File: src/rtl/pipe_ctrl_if.sv
`default_nettype none
// ============================================================================
// Module      : pipe_ctrl_if
// Description : Bundle between the pipeline datapath and the hazard / stall
//               controller: ID/EX hazard sources, wait inputs, and the
//               hold / flush / redirect / status outputs.
// Revision    : 1.0 - initial release
// ============================================================================
interface pipe_ctrl_if;
    logic [4:0]  reg1_raddr_i;
    logic [4:0]  reg2_raddr_i;
    logic        reg1_re_i;
    logic        reg2_re_i;
    logic        ex_load_i;
    logic        ex_rd_we_i;
    logic [4:0]  ex_rd_i;
    logic        ex_busy_i;
    logic        mem_wait_i;
    logic        ex_jump_i;
    logic [31:0] ex_jump_addr_i;

    logic [3:0]  hold_o;
    logic        flush_ifid_o;
    logic        flush_idex_o;
    logic        bubble_mem_o;
    logic        jump_o;
    logic [31:0] jump_addr_o;
    logic [1:0]  state_o;
    logic        timeout_o;
    logic [15:0] stall_cnt_o;
    logic [15:0] flush_cnt_o;

    // Pipeline side: presents hazard sources, consumes control decisions
    modport master (
        output reg1_raddr_i, reg2_raddr_i, reg1_re_i, reg2_re_i,
               ex_load_i, ex_rd_we_i, ex_rd_i, ex_busy_i, mem_wait_i,
               ex_jump_i, ex_jump_addr_i,
        input  hold_o, flush_ifid_o, flush_idex_o, bubble_mem_o,
               jump_o, jump_addr_o, state_o, timeout_o,
               stall_cnt_o, flush_cnt_o
    );

    // Controller side
    modport slave (
        input  reg1_raddr_i, reg2_raddr_i, reg1_re_i, reg2_re_i,
               ex_load_i, ex_rd_we_i, ex_rd_i, ex_busy_i, mem_wait_i,
               ex_jump_i, ex_jump_addr_i,
        output hold_o, flush_ifid_o, flush_idex_o, bubble_mem_o,
               jump_o, jump_addr_o, state_o, timeout_o,
               stall_cnt_o, flush_cnt_o
    );
endinterface
`default_nettype wire

File: src/rtl/pipe_ctrl.sv
`default_nettype none
// ============================================================================
// Module      : pipe_ctrl
// Description : Pipeline hazard controller. Combinationally resolves memory
//               wait, multi-cycle EX, taken jumps and load-use hazards into
//               hold/flush/bubble/redirect controls; tracks wait state with a
//               256-cycle timeout and keeps saturating stall/flush counters.
// Revision    : 1.0 - initial release
// ============================================================================
module pipe_ctrl (
    input  wire logic  clk_100MHz,
    input  wire logic  rst,
    pipe_ctrl_if.slave bus
);

    localparam logic [1:0] c_ST_RUN      = 2'd0;
    localparam logic [1:0] c_ST_MEM_WAIT = 2'd1;
    localparam logic [1:0] c_ST_EX_WAIT  = 2'd2;
    localparam logic [1:0] c_ST_TIMEOUT  = 2'd3;

    localparam logic [7:0]  c_WAIT_LAST = 8'hFF;
    localparam logic [15:0] c_CNT_MAX   = 16'hFFFF;

    logic        w_load_use;
    logic [3:0]  w_hold;
    logic        w_flush_ifid;
    logic        w_flush_idex;
    logic        w_bubble_mem;
    logic        w_jump;
    logic [31:0] w_jump_addr;
    logic [1:0]  w_next_state;

    logic [1:0]  r_state;
    logic [7:0]  r_wait_cnt;
    logic        r_timeout;
    logic [15:0] r_stall_cnt;
    logic [15:0] r_flush_cnt;

    // A load in EX whose nonzero destination is read by the instruction in ID
    assign w_load_use = bus.ex_load_i & bus.ex_rd_we_i & (bus.ex_rd_i != 5'd0) &
                        ((bus.reg1_re_i & (bus.reg1_raddr_i == bus.ex_rd_i)) |
                         (bus.reg2_re_i & (bus.reg2_raddr_i == bus.ex_rd_i)));

    // Priority resolution: mem wait > EX busy > jump > load-use > none
    always_comb begin
        w_hold       = 4'b0000;
        w_flush_ifid = 1'b0;
        w_flush_idex = 1'b0;
        w_bubble_mem = 1'b0;
        w_jump       = 1'b0;
        w_jump_addr  = 32'd0;
        if (bus.mem_wait_i) begin
            w_hold = 4'b1111;
        end else if (bus.ex_busy_i) begin
            // Freeze up to ID/EX; the EX/MEM slot drains as a bubble
            w_hold       = 4'b0111;
            w_bubble_mem = 1'b1;
        end else if (bus.ex_jump_i) begin
            w_jump       = 1'b1;
            w_jump_addr  = bus.ex_jump_addr_i;
            w_flush_ifid = 1'b1;
            w_flush_idex = 1'b1;
        end else if (w_load_use) begin
            w_hold       = 4'b0011;
            w_flush_idex = 1'b1;
        end
    end

    // Next wait state; exits to RUN/other wait take precedence over timeout
    always_comb begin
        w_next_state = r_state;
        case (r_state)
            c_ST_RUN: begin
                if (bus.mem_wait_i)     w_next_state = c_ST_MEM_WAIT;
                else if (bus.ex_busy_i) w_next_state = c_ST_EX_WAIT;
            end
            c_ST_MEM_WAIT: begin
                if (!bus.mem_wait_i)                w_next_state = bus.ex_busy_i ? c_ST_EX_WAIT : c_ST_RUN;
                else if (r_wait_cnt == c_WAIT_LAST) w_next_state = c_ST_TIMEOUT;
            end
            c_ST_EX_WAIT: begin
                if (bus.mem_wait_i)                 w_next_state = c_ST_MEM_WAIT;
                else if (!bus.ex_busy_i)            w_next_state = c_ST_RUN;
                else if (r_wait_cnt == c_WAIT_LAST) w_next_state = c_ST_TIMEOUT;
            end
            default: begin
                if (!bus.mem_wait_i && !bus.ex_busy_i) w_next_state = c_ST_RUN;
            end
        endcase
    end

    // State, dwell counter and sticky timeout flag
    always_ff @(posedge clk_100MHz) begin
        if (rst) begin
            r_state    <= c_ST_RUN;
            r_wait_cnt <= 8'd0;
            r_timeout  <= 1'b0;
        end else begin
            r_state <= w_next_state;
            if (w_next_state != r_state)
                r_wait_cnt <= 8'd0;
            else if (r_state == c_ST_MEM_WAIT || r_state == c_ST_EX_WAIT)
                r_wait_cnt <= r_wait_cnt + 8'd1;
            if (w_next_state == c_ST_TIMEOUT && r_state != c_ST_TIMEOUT)
                r_timeout <= 1'b1;
        end
    end

    // Saturating performance counters for PC stalls and flushes
    always_ff @(posedge clk_100MHz) begin
        if (rst) begin
            r_stall_cnt <= 16'd0;
            r_flush_cnt <= 16'd0;
        end else begin
            if (w_hold[0] && r_stall_cnt != c_CNT_MAX)
                r_stall_cnt <= r_stall_cnt + 16'd1;
            if ((w_flush_ifid || w_flush_idex) && r_flush_cnt != c_CNT_MAX)
                r_flush_cnt <= r_flush_cnt + 16'd1;
        end
    end

    assign bus.hold_o       = w_hold;
    assign bus.flush_ifid_o = w_flush_ifid;
    assign bus.flush_idex_o = w_flush_idex;
    assign bus.bubble_mem_o = w_bubble_mem;
    assign bus.jump_o       = w_jump;
    assign bus.jump_addr_o  = w_jump_addr;
    assign bus.state_o      = r_state;
    assign bus.timeout_o    = r_timeout;
    assign bus.stall_cnt_o  = r_stall_cnt;
    assign bus.flush_cnt_o  = r_flush_cnt;

endmodule
`default_nettype wire

File: src/flat_wrapper.sv
// flat-port wrapper written by rule: the top's interface ports become plain ports
module pipe_ctrl_flat 
  (clk_100MHz, rst, bus_reg1_raddr_i, bus_reg2_raddr_i, bus_reg1_re_i, bus_reg2_re_i, bus_ex_load_i, bus_ex_rd_we_i, bus_ex_rd_i, bus_ex_busy_i, bus_mem_wait_i, bus_ex_jump_i, bus_ex_jump_addr_i, bus_hold_o, bus_flush_ifid_o, bus_flush_idex_o, bus_bubble_mem_o, bus_jump_o, bus_jump_addr_o, bus_state_o, bus_timeout_o, bus_stall_cnt_o, bus_flush_cnt_o);
  pipe_ctrl_if bus_i ();
  input  wire logic clk_100MHz;
  input  wire logic rst;
  input wire logic [$bits(bus_i.reg1_raddr_i)-1:0] bus_reg1_raddr_i;
  input wire logic [$bits(bus_i.reg2_raddr_i)-1:0] bus_reg2_raddr_i;
  input wire logic [$bits(bus_i.reg1_re_i)-1:0] bus_reg1_re_i;
  input wire logic [$bits(bus_i.reg2_re_i)-1:0] bus_reg2_re_i;
  input wire logic [$bits(bus_i.ex_load_i)-1:0] bus_ex_load_i;
  input wire logic [$bits(bus_i.ex_rd_we_i)-1:0] bus_ex_rd_we_i;
  input wire logic [$bits(bus_i.ex_rd_i)-1:0] bus_ex_rd_i;
  input wire logic [$bits(bus_i.ex_busy_i)-1:0] bus_ex_busy_i;
  input wire logic [$bits(bus_i.mem_wait_i)-1:0] bus_mem_wait_i;
  input wire logic [$bits(bus_i.ex_jump_i)-1:0] bus_ex_jump_i;
  input wire logic [$bits(bus_i.ex_jump_addr_i)-1:0] bus_ex_jump_addr_i;
  output wire logic [$bits(bus_i.hold_o)-1:0] bus_hold_o;
  output wire logic [$bits(bus_i.flush_ifid_o)-1:0] bus_flush_ifid_o;
  output wire logic [$bits(bus_i.flush_idex_o)-1:0] bus_flush_idex_o;
  output wire logic [$bits(bus_i.bubble_mem_o)-1:0] bus_bubble_mem_o;
  output wire logic [$bits(bus_i.jump_o)-1:0] bus_jump_o;
  output wire logic [$bits(bus_i.jump_addr_o)-1:0] bus_jump_addr_o;
  output wire logic [$bits(bus_i.state_o)-1:0] bus_state_o;
  output wire logic [$bits(bus_i.timeout_o)-1:0] bus_timeout_o;
  output wire logic [$bits(bus_i.stall_cnt_o)-1:0] bus_stall_cnt_o;
  output wire logic [$bits(bus_i.flush_cnt_o)-1:0] bus_flush_cnt_o;
  assign bus_i.reg1_raddr_i = bus_reg1_raddr_i;
  assign bus_i.reg2_raddr_i = bus_reg2_raddr_i;
  assign bus_i.reg1_re_i = bus_reg1_re_i;
  assign bus_i.reg2_re_i = bus_reg2_re_i;
  assign bus_i.ex_load_i = bus_ex_load_i;
  assign bus_i.ex_rd_we_i = bus_ex_rd_we_i;
  assign bus_i.ex_rd_i = bus_ex_rd_i;
  assign bus_i.ex_busy_i = bus_ex_busy_i;
  assign bus_i.mem_wait_i = bus_mem_wait_i;
  assign bus_i.ex_jump_i = bus_ex_jump_i;
  assign bus_i.ex_jump_addr_i = bus_ex_jump_addr_i;
  assign bus_hold_o = bus_i.hold_o;
  assign bus_flush_ifid_o = bus_i.flush_ifid_o;
  assign bus_flush_idex_o = bus_i.flush_idex_o;
  assign bus_bubble_mem_o = bus_i.bubble_mem_o;
  assign bus_jump_o = bus_i.jump_o;
  assign bus_jump_addr_o = bus_i.jump_addr_o;
  assign bus_state_o = bus_i.state_o;
  assign bus_timeout_o = bus_i.timeout_o;
  assign bus_stall_cnt_o = bus_i.stall_cnt_o;
  assign bus_flush_cnt_o = bus_i.flush_cnt_o;
  pipe_ctrl u_core (.clk_100MHz(clk_100MHz), .rst(rst), .bus(bus_i));
endmodule
File: config.mk
export PLATFORM = sky130hd
export DESIGN_NAME = pipe_ctrl_flat
export DESIGN_NICKNAME = d
export VERILOG_FILES = /design/src/rtl/pipe_ctrl_if.sv /design/src/rtl/pipe_ctrl.sv /design/src/flat_wrapper.sv
export SDC_FILE = /design/constraint.sdc
export NUM_CORES = 1
export LEC_CHECK = 0
export ABC_AREA = 1
export CORE_ASPECT_RATIO = 2
export CORE_UTILIZATION = 43
export CTS_BUF_LIST = sky130_fd_sc_hd__clkbuf_16
export CTS_CLUSTER_SIZE = 14
export DETAILED_ROUTE_END_ITERATION = 8
export PLACE_DENSITY_LB_ADDON = 0.15
export SYNTH_ARGS = -nofsm -noshare
export SYNTH_HDL_FRONTEND = slang
export SYNTH_SLANG_ARGS = --single-unit
File: constraint.sdc
create_clock -name clk_100MHz -period 1.93 [get_ports clk_100MHz]
set_clock_uncertainty 0.05 [all_clocks]
set_input_delay 0.2895 -clock clk_100MHz [delete_from_list [all_inputs] [get_ports clk_100MHz]]
set_output_delay 0.2895 -clock clk_100MHz [all_outputs]
set_load 0.01 [all_outputs]
==> impl_metrics.ini <==
[status]
outcome = completed

[critical_path]
crit_arrival_ps = 1540
reg2reg_depth = 9
critPathRequiredTime_ps = 1590
crit_fanout = 18
path_class = in -> out
rr_startpoint = u_core.bus.stall_cnt_o[0]$_SDFFE_PP0P_
end_kind = output pin
start_kind = primary input
startpoint = bus_ex_busy_i

[power]
vdd.ir_drop.worst_mv = 0.7301
pwr_density_cell_mw_per_mm2 = 490.2
p_total_mw = 2.396
power_leakage_nw = 2.370

[layout]
fin_area_mm2 = 0.004887
final_cell_mix = nand2_1 (101), inv_1 (80), nor2_1 (78), clkdlybuf4s50_1 (78), dfxtp_1 (43)
antennaDiodeCount = 0
syn2layout_area_growth_pct = 56.80
drive_gt1_share_pct = 17.18
mostFrequentLayoutCell = nand2_1
fin_nets = 714

[timing]
setup_tns_ps = 0
slew_viol_final = 0
slew_headroom_pct = 73.54
setup_viol = 0
setup_slack_ps = 48.69
hold_viol = 0
worst_pin_slew_ps = 396.9
clock.fmax_ghz = 0.5315
rsz0062_at_grt = true
fin_crit_sh_pct = 97.48
period_minus_slack_ps = 1881

[floorplan]
rows = 43
ios = 131
core_area_mm2 = 0.006994
die_area_mm2 = 0.007613
die_w_um = 62.20
initial_core_util_pct = 44.56
die_y_um = 122.4

[cts]
cts_tree = yes
root_buffer = clkbuf_16
clkTransAtPathRegs_ps = 60
hold_buffers = 0
cts_buffer_depth = 2
clock_latency_ps = 290
numCtsBuffers = 5
clock-sinks = 43
h-tree-depth = 2

[placement]
placed_cell_area_mm2 = 0.004707
port_buffers = 130
dpl.hpwl_um = 6974
dp_slack_ps = -527.6
place_congestion = 0.9444

[synth]
synth_ff_type = dfxtp_1
syn_area_mm2 = 0.003117
synth_edf_count = 0
synth.distinct_cells = 30
synth.avg_cell_area_um2 = 6.296
yosysSeqAreaShare_pct = 27.62
synth_nets = 558
synth-seq-cells = 43
synthTopCellsByArea = dfxtp_1 (28%), nand2_1 (13%), inv_1 (10%)
async_reset_ff_share_pct = 0
yosysWarnings = 0
yosysTopAreaCell = dfxtp_1
synth_cells = 495
synth_top_area_share_pct = 27.62

[global_route]
grt_pass1_vias = 3481
grt_overflow = 0
grt_start_max_net_pins = 31
track_usage_pct = 24.51
grt_pass1_wl_um = 15060
antenna_found_initial = 0

[routing]
vias = 3653
drtAntennaViolNets = 0
first_iter_violations = 163
via_per_inst = 4.923
drc = 0
routed_wl_um = 9553
drtPass1Iterations = 4
wl_per_cell_um = 12.87

[min_path]
hp-start = u_core.bus.timeout_o$_SDFFE_PP0P_
whs_path_depth = 2
min_path_type = reg -> reg

[run]
cap_violations = 0
synth_stat cells, types with 2 or more instances:
cell type / count
a21oi_1: 21
a21oi_2: 8
buf_1: 3
buf_2: 4
buf_4: 4
clkbuf_1: 6
dfxtp_1: 43
ha_1: 7
inv_1: 84
nand2_1: 107
nand2_2: 7
nand2_4: 2
nand3_1: 43
nand4_1: 17
nor2_1: 81
nor3_1: 9
o21ai_0: 7
xnor2_1: 8
xor2_1: 23
path summary, 6_finish.rpt:
kind | end | slack, ps
worst max register to register | u_core.bus.stall_cnt_o[11]$_SDFFE_PP0P_ | 130
worst max-delay path | bus_jump_addr_o[20] | 50
worst min-delay path | u_core.bus.timeout_o$_SDFFE_PP0P_ | 420
worst min register to register | u_core.bus.timeout_o$_SDFFE_PP0P_ | 420
registers in the layout, indices dropped and copies added (netlist names):
signal                  count
u_core.r_wait_cnt           8
u_core.bus.state_o          2
u_core.bus.stall_cnt_o     16
u_core.bus.flush_cnt_o     16
u_core.bus.timeout_o        1
per-layer routing:
layer / global-route usage [%] / part of all wire (%) / up-vias
li1: - / - / 1850
met3: 3.810 / 3.6 / 17
met2: 49.18 / 56 / 92
met5: 0 / 0 / -
met1: 23.79 / 37 / 1694
met4: 11.63 / 2.7 / 0
where the power goes:
| part | total [mW] | switching (mW) | internal [mW] |
|---|---|---|---|
| logic | 0.503 | 0.244 | 0.259 |
| registers | 0.913 | 0.0107 | 0.902 |
| clock network | 0.980 | 0.369 | 0.611 |
| total | 2.40 | 0.623 | 1.77 |
worst max-delay path, stage by stage:
cell	delay (ps)
clkdlybuf4s50_1	430
inv_1	80
nand2_2	60
inv_2	70
nand2_4	70
buf_12	160
nor2_1	120
clkdlybuf4s15_1	250
logic make-up (layout without fill, tap and decap cells):
logic type                 count (synthesis)  after routing  share of synthesized area, %
AOI/OAI and AO/OA                         37             37                         6.945
xor gates and xnor gates                  31             31                         8.711
adders and majority gates                  7              7                         2.810
buffers and inverters                    102            258                         13.45
DFF                                       43             43                         27.62
muxes                                      1              1                        0.3212
and+or+nand+nor                          274            275                         40.14
area by class of cell:
type | count | area [um^2]
clock buffers | 5 | 125.1
clock inverters | 3 | 42.54
fillers | 639 | 2107
inverters | 84 | 315.3
multi-input cells | 351 | 1916
flip-flops and latches | 43 | 860.8
well taps | 90 | 112.6
repair buffers | 166 | 1515
through the flow:
step / utilization (%) / hold slack [ps] / instances
after floorplan: - / 441.9 / 495
after global placement: 67.30 / 400.8 / 731
after detailed placement: 67.30 / 411.0 / 731
after CTS: 68.98 / 433.2 / 741
after global routing: 69.87 / 439.6 / 742
final: 69.87 / 423.4 / 742
what timing repair did:
action | 4_1_cts | 5_1_grt
endpoints found under the hold margin | 0 | 0
gates cloned | 2 | 0
endpoints found under the setup margin | 52 | 77
pin swaps | 1 | 7
resized for setup | 106 | 52
buffers inserted | 0 | 1
Note: power is estimated with default switching activity, not from simulation.
